File: src/rtl/display_pkg.sv
// Shared types and default colours for the display layer compositor.
package display_pkg;

  localparam int DEFAULT_PIXEL_WIDTH = 24;

  typedef logic [DEFAULT_PIXEL_WIDTH-1:0] pixel_t;

  typedef enum logic {
    IDLE     = 1'b0,
    FLASHING = 1'b1
  } flash_state_e;

  localparam pixel_t DEFAULT_TRANSPARENT_KEY = 24'h000000;
  localparam pixel_t DEFAULT_BG_COLOR        = 24'h000000;
  localparam pixel_t DEFAULT_BORDER_COLOR    = 24'hFFFFFF;

endpackage

File: src/rtl/layer_flash_ctrl.sv
// Per-layer flash sequencer: on request, blinks the layer for FLASH_FRAMES
// frames, toggling visibility every BLINK_PERIOD frames.
module layer_flash_ctrl
  import display_pkg::*;
#(
  parameter int FLASH_FRAMES = 30,
  parameter int BLINK_PERIOD = 4
) (
  input  logic clk_in,
  input  logic rst_in,
  input  logic flash_req_in,
  input  logic new_frame_in,
  output logic visible_out,
  output logic flashing_out
);

  localparam int FRAME_W = $clog2(FLASH_FRAMES + 1);
  localparam int PHASE_W = $clog2(BLINK_PERIOD + 1);

  flash_state_e       state;
  logic [FRAME_W-1:0] frames_left;
  logic [PHASE_W-1:0] phase_cnt;
  logic               hidden;

  // NOTE: sequential state uses non-blocking assignments so every flop samples
  // the values from before the edge, independent of statement order.
  always_ff @(posedge clk_in or posedge rst_in) begin
    if (rst_in) begin
      state        <= IDLE;
      frames_left  <= '0;
      phase_cnt    <= '0;
      hidden       <= 1'b0;
      flashing_out <= 1'b0;
    end else if (flash_req_in) begin
      // A request always (re)starts the sequence, even alongside a frame pulse.
      state        <= FLASHING;
      frames_left  <= FRAME_W'(FLASH_FRAMES);
      phase_cnt    <= '0;
      hidden       <= 1'b0;
      flashing_out <= 1'b1;
    end else if (state == FLASHING && new_frame_in) begin
      if (frames_left <= FRAME_W'(1)) begin
        state        <= IDLE;
        frames_left  <= '0;
        phase_cnt    <= '0;
        hidden       <= 1'b0;
        flashing_out <= 1'b0;
      end else begin
        frames_left <= frames_left - FRAME_W'(1);
        if (phase_cnt == PHASE_W'(BLINK_PERIOD - 1)) begin
          phase_cnt <= '0;
          hidden    <= ~hidden;
        end else begin
          phase_cnt <= phase_cnt + PHASE_W'(1);
        end
      end
    end
  end

  assign visible_out = ~hidden;

endmodule

File: src/rtl/display_layer_compositor.sv
// Two-stage priority compositor of NUM_LAYERS pixel layers with border/blank
// override. Per-layer flashing is built only when COMPOSITOR_FLASH_EN is defined.
module display_layer_compositor
  import display_pkg::*;
#(
  parameter int                     NUM_LAYERS      = 4,
  parameter int                     PIXEL_WIDTH     = 24,
  parameter logic [PIXEL_WIDTH-1:0] TRANSPARENT_KEY = PIXEL_WIDTH'(DEFAULT_TRANSPARENT_KEY),
  parameter logic [PIXEL_WIDTH-1:0] BG_COLOR        = PIXEL_WIDTH'(DEFAULT_BG_COLOR),
  parameter logic [PIXEL_WIDTH-1:0] BORDER_COLOR    = PIXEL_WIDTH'(DEFAULT_BORDER_COLOR),
  parameter int                     FLASH_FRAMES    = 30,
  parameter int                     BLINK_PERIOD    = 4
) (
  input  logic                              clk_in,
  input  logic                              rst_in,
  input  logic [NUM_LAYERS*PIXEL_WIDTH-1:0] layer_pixels_in,
  input  logic [NUM_LAYERS-1:0]             layer_en_in,
  input  logic                              border_in,
  input  logic                              hsync_in,
  input  logic                              vsync_in,
  input  logic                              blank_in,
  input  logic                              new_frame_in,
  input  logic [NUM_LAYERS-1:0]             flash_req_in,
  output logic [PIXEL_WIDTH-1:0]            pixel_out,
  output logic                              hsync_out,
  output logic                              vsync_out,
  output logic                              blank_out,
  output logic [NUM_LAYERS-1:0]             flashing_out
);

  logic [NUM_LAYERS-1:0] flash_visible;
  logic [NUM_LAYERS-1:0] layer_visible;
  logic [PIXEL_WIDTH-1:0] sel_pixel;

`ifdef COMPOSITOR_FLASH_EN
  for (genvar i = 0; i < NUM_LAYERS; i++) begin : g_flash
    layer_flash_ctrl #(
      .FLASH_FRAMES (FLASH_FRAMES),
      .BLINK_PERIOD (BLINK_PERIOD)
    ) u_flash (
      .clk_in       (clk_in),
      .rst_in       (rst_in),
      .flash_req_in (flash_req_in[i]),
      .new_frame_in (new_frame_in),
      .visible_out  (flash_visible[i]),
      .flashing_out (flashing_out[i])
    );
  end
`else
  localparam int unused_flash_cfg = FLASH_FRAMES + BLINK_PERIOD;
  logic unused_flash_inputs;
  assign unused_flash_inputs = ^{flash_req_in, new_frame_in};
  assign flash_visible = '1;
  assign flashing_out  = '0;
`endif

  for (genvar i = 0; i < NUM_LAYERS; i++) begin : g_vis
    assign layer_visible[i] = layer_en_in[i] && flash_visible[i] &&
        (layer_pixels_in[i*PIXEL_WIDTH +: PIXEL_WIDTH] != TRANSPARENT_KEY);
  end

  // NOTE: give every always_comb output a default first; a path that leaves it
  // unassigned would infer a latch.
  always_comb begin
    sel_pixel = BG_COLOR;
    // Walk from the lowest-priority layer upward so layer 0 overrides last.
    for (int i = NUM_LAYERS - 1; i >= 0; i--) begin
      if (layer_visible[i]) sel_pixel = layer_pixels_in[i*PIXEL_WIDTH +: PIXEL_WIDTH];
    end
  end

  logic [PIXEL_WIDTH-1:0] s1_pixel;
  logic                   s1_border;
  logic                   s1_hsync;
  logic                   s1_vsync;
  logic                   s1_blank;

  always_ff @(posedge clk_in or posedge rst_in) begin
    if (rst_in) begin
      s1_pixel  <= '0;
      s1_border <= 1'b0;
      s1_hsync  <= 1'b0;
      s1_vsync  <= 1'b0;
      s1_blank  <= 1'b0;
    end else begin
      s1_pixel  <= sel_pixel;
      s1_border <= border_in;
      s1_hsync  <= hsync_in;
      s1_vsync  <= vsync_in;
      s1_blank  <= blank_in;
    end
  end

  // Blanking dominates the border, which dominates the composited layers.
  always_ff @(posedge clk_in or posedge rst_in) begin
    if (rst_in) begin
      pixel_out <= '0;
      hsync_out <= 1'b0;
      vsync_out <= 1'b0;
      blank_out <= 1'b0;
    end else begin
      if (s1_blank)       pixel_out <= '0;
      else if (s1_border) pixel_out <= BORDER_COLOR;
      else                pixel_out <= s1_pixel;
      hsync_out <= s1_hsync;
      vsync_out <= s1_vsync;
      blank_out <= s1_blank;
    end
  end

endmodule
File: config.mk
export PLATFORM = sky130hd
export DESIGN_NAME = display_layer_compositor
export DESIGN_NICKNAME = d
export VERILOG_FILES = /design/src/rtl/display_pkg.sv /design/src/rtl/layer_flash_ctrl.sv /design/src/rtl/display_layer_compositor.sv
export SDC_FILE = /design/constraint.sdc
export NUM_CORES = 1
export LEC_CHECK = 0
export ABC_AREA = 1
export CAP_MARGIN = 20
export CELL_PAD_IN_SITES_DETAIL_PLACEMENT = 2
export CELL_PAD_IN_SITES_GLOBAL_PLACEMENT = 2
export CORE_ASPECT_RATIO = 1.25
export CORE_MARGIN = 10
export CORE_UTILIZATION = 21
export CTS_CLUSTER_DIAMETER = 80
export DETAILED_ROUTE_END_ITERATION = 8
export GPL_ROUTABILITY_DRIVEN = 0
export GPL_TIMING_DRIVEN = 0
export HOLD_SLACK_MARGIN = 0.05
export PLACE_DENSITY_LB_ADDON = 0.12
export SKIP_LAST_GASP = 1
export SYNTH_ARGS = -nofsm -noshare
export SYNTH_HDL_FRONTEND = slang
export SYNTH_HIERARCHICAL = 1
export SYNTH_SLANG_ARGS = --single-unit
File: constraint.sdc
create_clock -name clk_in -period 2.1 [get_ports clk_in]
set_clock_uncertainty 0.05 [all_clocks]
set_input_delay 0.21 -clock clk_in [delete_from_list [all_inputs] [get_ports clk_in]]
set_output_delay 0.21 -clock clk_in [all_outputs]
set_load 0.05 [all_outputs]
---- Yosys cells after proc, flatten, opt, wreduce, memory -nomap -nowiden ----
Cells that the tools add are included.
storage, ports and cells
  register bits after elaboration ......... 55
  bits of input ports ..................... 111
  output and inout port bits .............. 31
  logic and storage cells ................. 23
cells by class
  muxes and demuxes ....................... 6
  reduce and logical (&&, ||, !) cells .... 8
operator list
  cell                 count
  $mux W24             6
  $reduce_bool A24 Y1  4
  $logic_and A1 B1 Y1  4

---- Logic depth before layout (Yosys ltp) ----
Gate-level depths: netlist of the first run.
  word-level depth ........................ 6
  mapped depth ............................ 12
  depth with buffers taken out ............ 10

---- Worst setup path after synthesis of the first run ----
No wires, ideal clock.
  path type ............................... input to register
  start ................................... in layer_pixels_in[63]
  end ..................................... reg s1_pixel[3]
  library setup time ...................... 0.116 ns
  arrival time ............................ 1.076 ns
  slack ................................... 0.857 ns
  cell stages on the path ................. 11
  buffers on the path ..................... 1
  path through ............................ nor2_1 nand2_1 nor2_1 nand3_4 buf_6 nand3_1 nand2_1 clkinv_1 nand2_1 nand2_1 nand2_1
between the ends
  cells in the longest elaborated chain, start to end .. 5
ends and longest elaborated chain
  item                    RTL line                        source
  from (decl)             display_layer_compositor.sv:16  input logic [NUM_LAYERS*PIXEL_WIDTH-1:0] layer_pixels_in,
  $reduce_bool A24 Y1     display_layer_compositor.sv:59  (layer_pixels_in[i*PIXEL_WIDTH +: PIXEL_WIDTH] != TRANSPARENT_KEY);
  $logic_and A1 B1 Y1     display_layer_compositor.sv:58  assign layer_visible[i] = layer_en_in[i] && flash_visible[i] &&
  $mux W24 (3 in series)  display_layer_compositor.sv:68  if (layer_visible[i]) sel_pixel = layer_pixels_in[i*PIXEL_WIDTH +: PIXEL_WIDTH];
  via sel_pixel[3]        display_layer_compositor.sv:33  logic [PIXEL_WIDTH-1:0] sel_pixel;
  to (signal assigned)    display_layer_compositor.sv:86  s1_pixel <= sel_pixel;
  to (decl)               display_layer_compositor.sv:72  logic [PIXEL_WIDTH-1:0] s1_pixel;
The timed path passes the listed nets, and every way through them passes these cells.

---- Final worst setup path of the first run ----
  start ................................... in layer_pixels_in[6]
  end ..................................... reg s1_pixel[18]
between the ends
  cells in the longest elaborated chain, start to end .. 3
ends and longest elaborated chain
  item                 RTL line
  $reduce_bool A24 Y1  display_layer_compositor.sv:59
  $logic_and A1 B1 Y1  display_layer_compositor.sv:58
  $mux W24             display_layer_compositor.sv:68
  via sel_pixel[18]    display_layer_compositor.sv:33
The timed path passes the listed nets, and every way through them passes these cells.

==> results.yml, run 1 <==
clocking:
  post_cts_buffers: 0
  cts-root-buf: "clkbuf_16"
  htreeDepth: 2
  cts-resized-gates: 0
  clk_latency_ps: 290
  cts.sinks: 55
  cts_tree: "built"
  clk_path_buf_depth: 2
  cts_hold_buf: 0
  numCtsBuffers: 5
  clk_pin_slew_ps: 70
detailed_routing:
  firstDrtPassIters: 4
  drt-wirelength-per-cell_um: 15.63
  vias: 3369
  vias_per_cell: 4.030
  routed-wl-met2_um: 7354
  drtIter0Drc: 92
  finalWirelength_um: 13060
  routed-wl-met3_um: 693
  ant_nets: 0
  topRoutingLayerUsed: "met4"
  wl_met1_um: 4871
  drc: 0
grt:
  grtUsageTotal_pct: 12.75
  overflow: 0
  grt_pass1_wl_um: 20890
  grt_max_degree: 47
  antenna_found_initial: 0
  grt_pass1_vias: 3956
floorplan:
  dieHeight_um: 158.8
  dieArea_mm2: 0.02080
  coreArea_mm2: 0.01508
  die_x_um: 131
  ios: 142
  num_rows: 50
  initial_utilization_pct: 21.45
finish:
  final_layout_size_suffix_gt1_share_pct: 6.369
  fillers: 1798
  regArea_mm2: 0.001376
  syn2layout_area_growth_pct: 54.93
  final_util_pct: 33.24
  antenna-diode-count: 0
  final_nets: 738
  multi_input_area_mm2: 0.001464
timing:
  setup_tns_ps: 0
  relSlewSlack_pct: 64.88
  max_slew.worst_pin.slew_ps: 525.1
  max_freq_ghz: 0.5764
  finalHoldViolations: 0
  min_period_ps: 1735
  slew_viol_final: 0
  period_share_pct: 82.61
  finalSetupViolCount: 0
  rsz0062_at_grt: "no"
status:
  status: "finished, final reports clean"
place:
  hpwl_um: 11820
  port-buffer-count: 131
worst_setup_path:
  worstPathRequired_ps: 2270
  reg2reg_slack_ps: 870
  worstSetupPathType: "in -> reg"
  cp-start-kind: "input pin"
  arrival_ps: 1900
  endpoint_kind: "flip-flop"
  cp_max_fo: 10
logic_synthesis:
  synth_top_area_share_pct: 42.55
  ys_types: 18
  synth_area_per_cell_um2: 6.669
  synth_edf_count: 0
  yosysSeqAreaShare_pct: 42.55
  netlist_area_mm2: 0.003234
  synth.largest_area_cell: "dfrtp_1"
  synth_common_cells: "134 x nand2_1, 117 x nor2_1, 60 x nand3_1"
  ys_seq_elements: 55
  synth.area.top_cells: "dfrtp_1 43%, nand2_1 16%, nor2_1 14%"
  synth_warnings: 6
  ys_async_sr_fraction_pct: 100.0
  synthCells: 485
  ys.flop_type: "dfrtp_1"
  yosysMostFrequentCell: "nand2_1"
pwr:
  leakagePower_nw: 2.357
  p_per_area_mw_per_mm2: 581.3
  ir_worst_vdd_mv: 0.2677
worst_hold_path:
  hp-class: "in -> async"
job:
  maxCapViolations: 0
[layout by cell type (no fill, tap or decap)]
master and count:
nand2_1 134, clkdlybuf4s50_1 131, nor2_1 117, nand3_1 60, dfrtp_1 55, inv_1 39, clkinv_1 21, o21ai_0 14
clkbuf_1 11, a21oi_2 10, buf_6 6, buf_2 6, buf_4 5, clkbuf_16 5, conb_1 4, nand3_4 1
nand2_4 1, nand4_1 1, nand3b_1 1, nand2_2 1, inv_2 1, clkbuf_8 1, clkinv_2 1, bufinv_16 1
buf_12 1
[path summary, 6_finish.rpt]
| kind | end | cells after the start | startpoint |
|---|---|---|---|
| setup / recovery | s1_pixel[18]$_DFF_PP0_ | 8 | layer_pixels_in[6] |
| setup reg to reg | pixel_out[19]$_DFF_PP0_ | 3 | s1_border$_DFF_PP0_ |
| max in group asynchronous | pixel_out[15]$_DFF_PP0_ | 3 | rst_in |
| hold / removal | pixel_out[19]$_DFF_PP0_ | 2 | rst_in |
| hold reg to reg | hsync_out$_DFF_PP0_ | 0 | s1_hsync$_DFF_PP0_ |
| min in group clk_in | s1_border$_DFF_PP0_ | 1 | border_in |
[logic make-up after synthesis]
kind of cell	share of synthesized area (%)
other	0.1159
buffers and inverters	12.53
AO/OA/AOI/OAI	4.874
flip-flops	42.55
AND/OR/NAND/NOR	39.92
[registers in the layout, summed over array words and instances (netlist names)]
name and flops:
pixel_out 24, s1_pixel 24, blank_out 1, hsync_out 1, s1_blank 1, s1_border 1
s1_hsync 1, s1_vsync 1, vsync_out 1
[per-stage QoR]
step                      hold slack [ps]  std cells  power, mW  worst slack, ps  cell area [um^2]
after global placement              288.3        827      1.985           -365.0              4817
after floorplan                     191.4        488      1.600            497.1              3246
after detailed placement            287.3        828      2.012            3.470              4837
after global routing                115.5        836      3.096            93.10              5011
final                               102.2        836      2.913            365.1              5011
after CTS                           100.6        836      2.966            308.2              5011
[area by class of cell]
class | count | share of cell area (%)
plain buffers | 28 | 3.521
multi-input cells | 344 | 29.21
inverters | 61 | 4.569
clock inverters | 2 | 0.6991
flip-flops and latches | 55 | 27.47
repair buffers | 132 | 26.57
clock buffers | 6 | 2.772
well taps | 208 | 5.194
[critical path, stage by stage]
cell             delay [ps]
clkdlybuf4s50_1         450
nor2_1                  130
nand4_1                 130
nand3b_1                190
nand2_2                 140
clkbuf_1                400
nor2_1                  100
a21oi_2                 130
[per-layer routing]
layer / up-vias / track usage, %
met5: - / 0
met4: 0 / 2.736
met3: 8 / 2.463
met2: 76 / 25.02
met1: 1548 / 13.20
li1: 1737 / -
[report_power, final]
group          total (mW)  switching, mW  internal, mW
clock network       0.938          0.346         0.592
registers            1.17         0.0257          1.14
logic               0.808          0.453         0.355
total                2.91          0.824          2.09
No activity file was read; power rests on OpenSTA's default activity.
==> run 2: changes to the inputs <==
- CORE_UTILIZATION: 21 -> 19
- clock period: 2.1 -> 1.4 ns (I/O delays scaled with it)
==> run 2 against run 1 <==
Net effect: flip-flop and latch count is the same; critical endpoint is now s1_pixel[9]$_DFF_PP0_; combinational power grew 52%; global-route usage grew 0.31 points; total power grew 46%; count of clock-buffer cells in the layout grew 2; largest power group unchanged; worst hold slack gained 18 ps; wire length grew 14%; first-iteration DRC count shrank 24%; critical path type unchanged; register-to-register slack lost 630 ps; utilization shrank 1.6 points; via count grew 3.7%.
==> results.yml, run 2 (synthesis results as in run 1) <==
timing:
  slew_viol_final: 0
  finalSetupViolCount: 0
  final.setup.worst_slack_ps: 35.19
  whs_ps: 119.9
  min_period_ps: 1365
  relSlewSlack_pct: 65.35
  rsz0062_at_grt: "yes"
  period_share_pct: 97.49
  max_freq_ghz: 0.7327
  max_slew.worst_pin.slew_ps: 521.8
  finalHoldViolations: 0
job:
  maxCapViolations: 0
detailed_routing:
  ant_nets: 0
  vias: 3492
  firstDrtPassIters: 4
  drt-wirelength-per-cell_um: 17.19
  finalWirelength_um: 14900
  drc: 0
  vias_per_cell: 4.028
  drtIter0Drc: 70
worst_setup_path:
  endpoint_kind: "flip-flop"
  worstSetupPathType: "in -> reg"
  arrival_ps: 1490
  reg2reg_from: "s1_border$_DFF_PP0_"
  cp-start-kind: "input pin"
  worstPathRequired_ps: 1530
  cp_max_fo: 6
  critPathLaunch: "layer_pixels_in[38]"
clocking:
  clk_latency_ps: 290
  cts-root-buf: "clkbuf_16"
  htreeDepth: 2
  clk_pin_slew_ps: 60
  cts_hold_buf: 0
  cts.sinks: 55
  numCtsBuffers: 5
  clk_path_buf_depth: 2
  cts_tree: "built"
floorplan:
  dieArea_mm2: 0.02267
  coreArea_mm2: 0.01678
  num_rows: 53
  die_x_um: 136.7
  ios: 142
  dieHeight_um: 165.9
  initial_utilization_pct: 19.28
place:
  pre_cts_ws_ps: -667.3
  port-buffer-count: 131
  post-place-cells: 840
  hpwl_um: 12560
finish:
  layout_commonest_cell: "nand2_1"
  final_nets: 755
  fin_cells: 867
  layout_common_cells: "103 x nand2_1, 97 x nor2_1, 92 x dlygate4sd2_1"
  final_util_pct: 31.67
  syn2layout_area_growth_pct: 64.29
  largestRegisters: "pixel_out (24), s1_pixel (24)"
  final_layout_size_suffix_gt1_share_pct: 22.33
pwr:
  swShare_pct: 30.72
  p_seq_share_pct: 41.1
  leakagePower_nw: 2.705
  power_frac_comb_pct: 28.9
  switching_power_mw: 1.308
  ir_worst_vdd_mv: 0.3937
  p_int_mw: 2.950
  p_per_area_mw_per_mm2: 801.3
  pwr-share-clk_pct: 30.0
grt:
  grt_pass1_vias: 4132
  grt.busiest_layer: "met2"
  grt.met2_usage_pct: 26.61
  grt_max_degree: 42
  grtUsageTotal_pct: 13.07
  grt_pass1_wl_um: 23030
  use_met1_pct: 12.83
  overflow: 0
  met3_usage_pct: 2.088
  antenna_found_initial: 2
worst_hold_path:
  hp-start: "layer_pixels_in[9]"
  hp-class: "in -> reg"
status:
  status: "finished, final reports clean"
==> run 2: power by group through the flow <==
stage | combinational [mW] | sequential, mW | clock [mW]
2_1_floorplan | 0.427 | 1.97 | 0
3_3_place_gp | 1.21 | 1.78 | 0
3_5_place_dp | 1.25 | 1.79 | 0
4_1_cts | 1.21 | 1.75 | 1.33
5_1_grt | 1.36 | 1.76 | 1.40
6_report | 1.23 | 1.75 | 1.28
==> run 2: critical path, cell delays in order <==
cell           delay [ps]
dlygate4sd2_1         260
nor2_1                 90
nand2_1                90
nor2_2                110
nand3_2               110
nand2_4               100
buf_12                140
buf_8                 130
nand2_4                50
inv_2                  50
nand2_2                60
nand2_2               100
nand2_2                60
==> run 2: per-layer routing <==
| layer | share of wire (%) | wire (um) | vias to the layer above |
|---|---|---|---|
| met4 | 1.4 | 214 | 0 |
| met1 | 35 | 5173 | 1626 |
| met5 | 0 | 0 | - |
| li1 | - | - | 1775 |
| met2 | 59 | 8865 | 80 |
| met3 | 4.4 | 650 | 11 |
==> run 2: repair_timing <==
action,CTS,global route
buffers inserted,8,0
gates cloned,10,0
setup endpoints to repair,51,25
pin swaps,77,80
gates resized for setup,182,111
==> run 2: final timing paths <==
check / slack [ps] / endpoint / depth (start not counted)
setup / recovery: 40 / s1_pixel[9]$_DFF_PP0_ / 13
hold / removal: 120 / s1_pixel[9]$_DFF_PP0_ / 3
setup reg to reg: 240 / pixel_out[13]$_DFF_PP0_ / 3
hold reg to reg: 310 / vsync_out$_DFF_PP0_ / 0
max in group asynchronous: 660 / pixel_out[18]$_DFF_PP0_ / 3
min in group asynchronous: 130 / s1_border$_DFF_PP0_ / 2
==> run 2: final cells by class <==
cell class,count,area (um^2)
tap,220,275.3
buffer,28,255.2
sequential,55,1376
multi-input combinational,344,1658
fill,2061,11460
antenna,2,5.005
inverter,61,235.2
timing repair buffer,149,1353
clock buffer,8,156.4
==> run 2: stage by stage <==
stage | power, mW | setup TNS [ps] | instance area [um^2]
final | 4.258 | 0 | 5314
after global routing | 4.518 | -124.9 | 5311
after CTS | 4.295 | -11.45 | 5177
after detailed placement | 3.034 | -14370 | 4856
after global placement | 2.988 | -17240 | 4836
after floorplan | 2.401 | 0 | 3249
==> run 3: changes to the inputs <==
- CELL_PAD_IN_SITES_DETAIL_PLACEMENT: 2 -> 1
- CELL_PAD_IN_SITES_GLOBAL_PLACEMENT: 2 -> 1
- CORE_UTILIZATION: 19 -> 26
==> run 3 against run 2 <==
Net effect: utilization increased by 11 points; register-to-register slack about the same; fmax grew 0.87%; non-clock buffer count unchanged; clock power hardly changed; flip-flop and latch count did not move; sequential power hardly changed; via count shrank 2.1%; wire length decreased by 17%; setup slack gained 12 ps; total power decreased by 2.0%; critical endpoint is now pixel_out[14]; largest power group unchanged; highest routed layer unchanged.
==> results.yml, run 3 (synthesis results as in run 1) <==
timing:
  finalHoldViolations: 0
  min_period_ps: 1353
  period_share_pct: 96.65
  max_slew.worst_pin.slew_ps: 514.7
  max_freq_ghz: 0.7390
  relSlewSlack_pct: 65.82
  slew_viol_final: 0
  finalSetupViolCount: 0
  rsz0062_at_grt: "yes"
finish:
  layout_common_cells: "115 x nand2_1, 103 x nor2_1, 97 x dlygate4sd2_1"
  final_layout_size_suffix_gt1_share_pct: 16.12
  syn2layout_area_growth_pct: 58.99
  layout_commonest_cell: "nand2_1"
  fin_cells: 810
  final_nets: 755
  largestRegisters: "pixel_out (24), s1_pixel (24)"
  fillers: 1617
detailed_routing:
  finalWirelength_um: 12440
  ant_nets: 0
  vias_per_cell: 4.220
  firstDrtPassIters: 4
  drtIter0Drc: 75
  drc: 0
  drt-wirelength-per-cell_um: 15.35
  vias: 3418
floorplan:
  dieHeight_um: 144.7
  dieArea_mm2: 0.01733
  coreArea_mm2: 0.01216
  ios: 142
  initial_utilization_pct: 26.59
  num_rows: 45
  die_x_um: 119.8
worst_setup_path:
  r2r_end: "pixel_out[13]$_DFF_PP0_"
  cp-start-kind: "flip-flop"
  crit_family: "buffers and inverters"
  rr_worst_depth: 2
  cp_max_fo: 1
  cp_slowest_cell: "dlygate4sd2_1"
  arrival_ps: 1160
  worstPathRequired_ps: 1210
  worstPathCellList: "dlygate4sd2_1"
  crit_path_max_incr_delay_ps: 540
  reg2reg_from: "s1_blank$_DFF_PP0_"
  endpoint_kind: "output port"
  path_buf_inv: 1
  worstSetupPathType: "reg -> out"
  reg2reg_slack_ps: 240
place:
  post-place-cells: 783
  hpwl_um: 10530
  port-buffer-count: 131
worst_hold_path:
  hold_end: "s1_pixel[11]$_DFF_PP0_"
  hold-path-cell-count: 3
  hp-class: "in -> reg"
  hp-start: "layer_pixels_in[11]"
pwr:
  p_per_area_mw_per_mm2: 811.6
  power_mw: 4.174
  ir_worst_vdd_mv: 0.6864
  leakagePower_nw: 2.689
clocking:
  cts.sinks: 55
  numCtsBuffers: 5
  cts_tree: "built"
  cts-root-buf: "clkbuf_16"
  htreeDepth: 2
  clk_pin_slew_ps: 60
  clk_latency_ps: 290
  clk_path_buf_depth: 2
  cts_hold_buf: 0
status:
  status: "finished, final reports clean"
grt:
  overflow: 0
  grt_max_degree: 56
  grt_pass1_wl_um: 19840
  grt_pass1_vias: 3836
  antenna_found_initial: 1
  grtUsageTotal_pct: 14.48
job:
  maxCapViolations: 0
run 3: power breakdown:
group | internal (mW) | switching (mW) | leakage, nW
Clock | 0.761 | 0.501 | 0.0772
Combinational | 0.462 | 0.703 | 1.95
Sequential | 1.71 | 0.0358 | 0.659
run 3: how the worst max path moves through the flow:
stage                                  startpoint                endpoint  slack, ps  cells after the start
after global placement        layer_pixels_in[23]  s1_pixel[19]$_DFF_PP0_       -530                      9
final                     pixel_out[14]$_DFF_PP0_           pixel_out[14]         50                      1
after CTS                     layer_pixels_in[25]   s1_pixel[9]$_DFF_PP0_         -5                     13
after global routing          layer_pixels_in[90]   s1_pixel[7]$_DFF_PP0_        -40                     12
after detailed placement      layer_pixels_in[28]   s1_pixel[8]$_DFF_PP0_       -600                     11
after floorplan               layer_pixels_in[63]   s1_pixel[3]$_DFF_PP0_        230                     11
run 3: repair_timing:
| action | in CTS | in global routing |
|---|---|---|
| buffers inserted | 11 | 1 |
| gates resized for setup | 155 | 65 |
| endpoints found under the setup margin | 51 | 25 |
| pin swaps | 74 | 56 |
| gates cloned | 7 | 0 |
run 3: routing by layer:
layer / track usage (%) / up-vias / wire length, um
li1: - / 1773 / -
met1: 14.89 / 1532 / 4790
met2: 28.13 / 98 / 6725
met3: 3.605 / 15 / 704
met4: 4.262 / 0 / 217
met5: 0 / - / 0
run 3: through the flow:
step / worst slack [ps] / util [%] / area [um^2] / hold WS (ps) / TNS, ps
6_report: 46.91 / 42.28 / 5142 / 79.03 / 0
5_1_grt: -37.26 / 42.26 / 5140 / 97.42 / -166.5
4_1_cts: -4.681 / 41.21 / 5012 / 151.3 / -5.440
3_5_place_dp: -604.3 / 39.19 / 4766 / 302.3 / -17950
3_3_place_gp: -533.4 / 39.19 / 4766 / 286.2 / -14270
2_1_floorplan: 227.5 / - / 3249 / 121.4 / 0
run 3: layout make-up:
cell class	count	area, um^2	area share [%]
antenna	1	2.502	0.04866
buffer	27	212.7	4.136
tap	164	205.2	3.990
inverter	61	232.7	4.526
clock buffer	8	156.4	3.041
multi-input combinational	344	1567	30.46
timing repair buffer	150	1390	27.03
sequential	55	1376	26.76
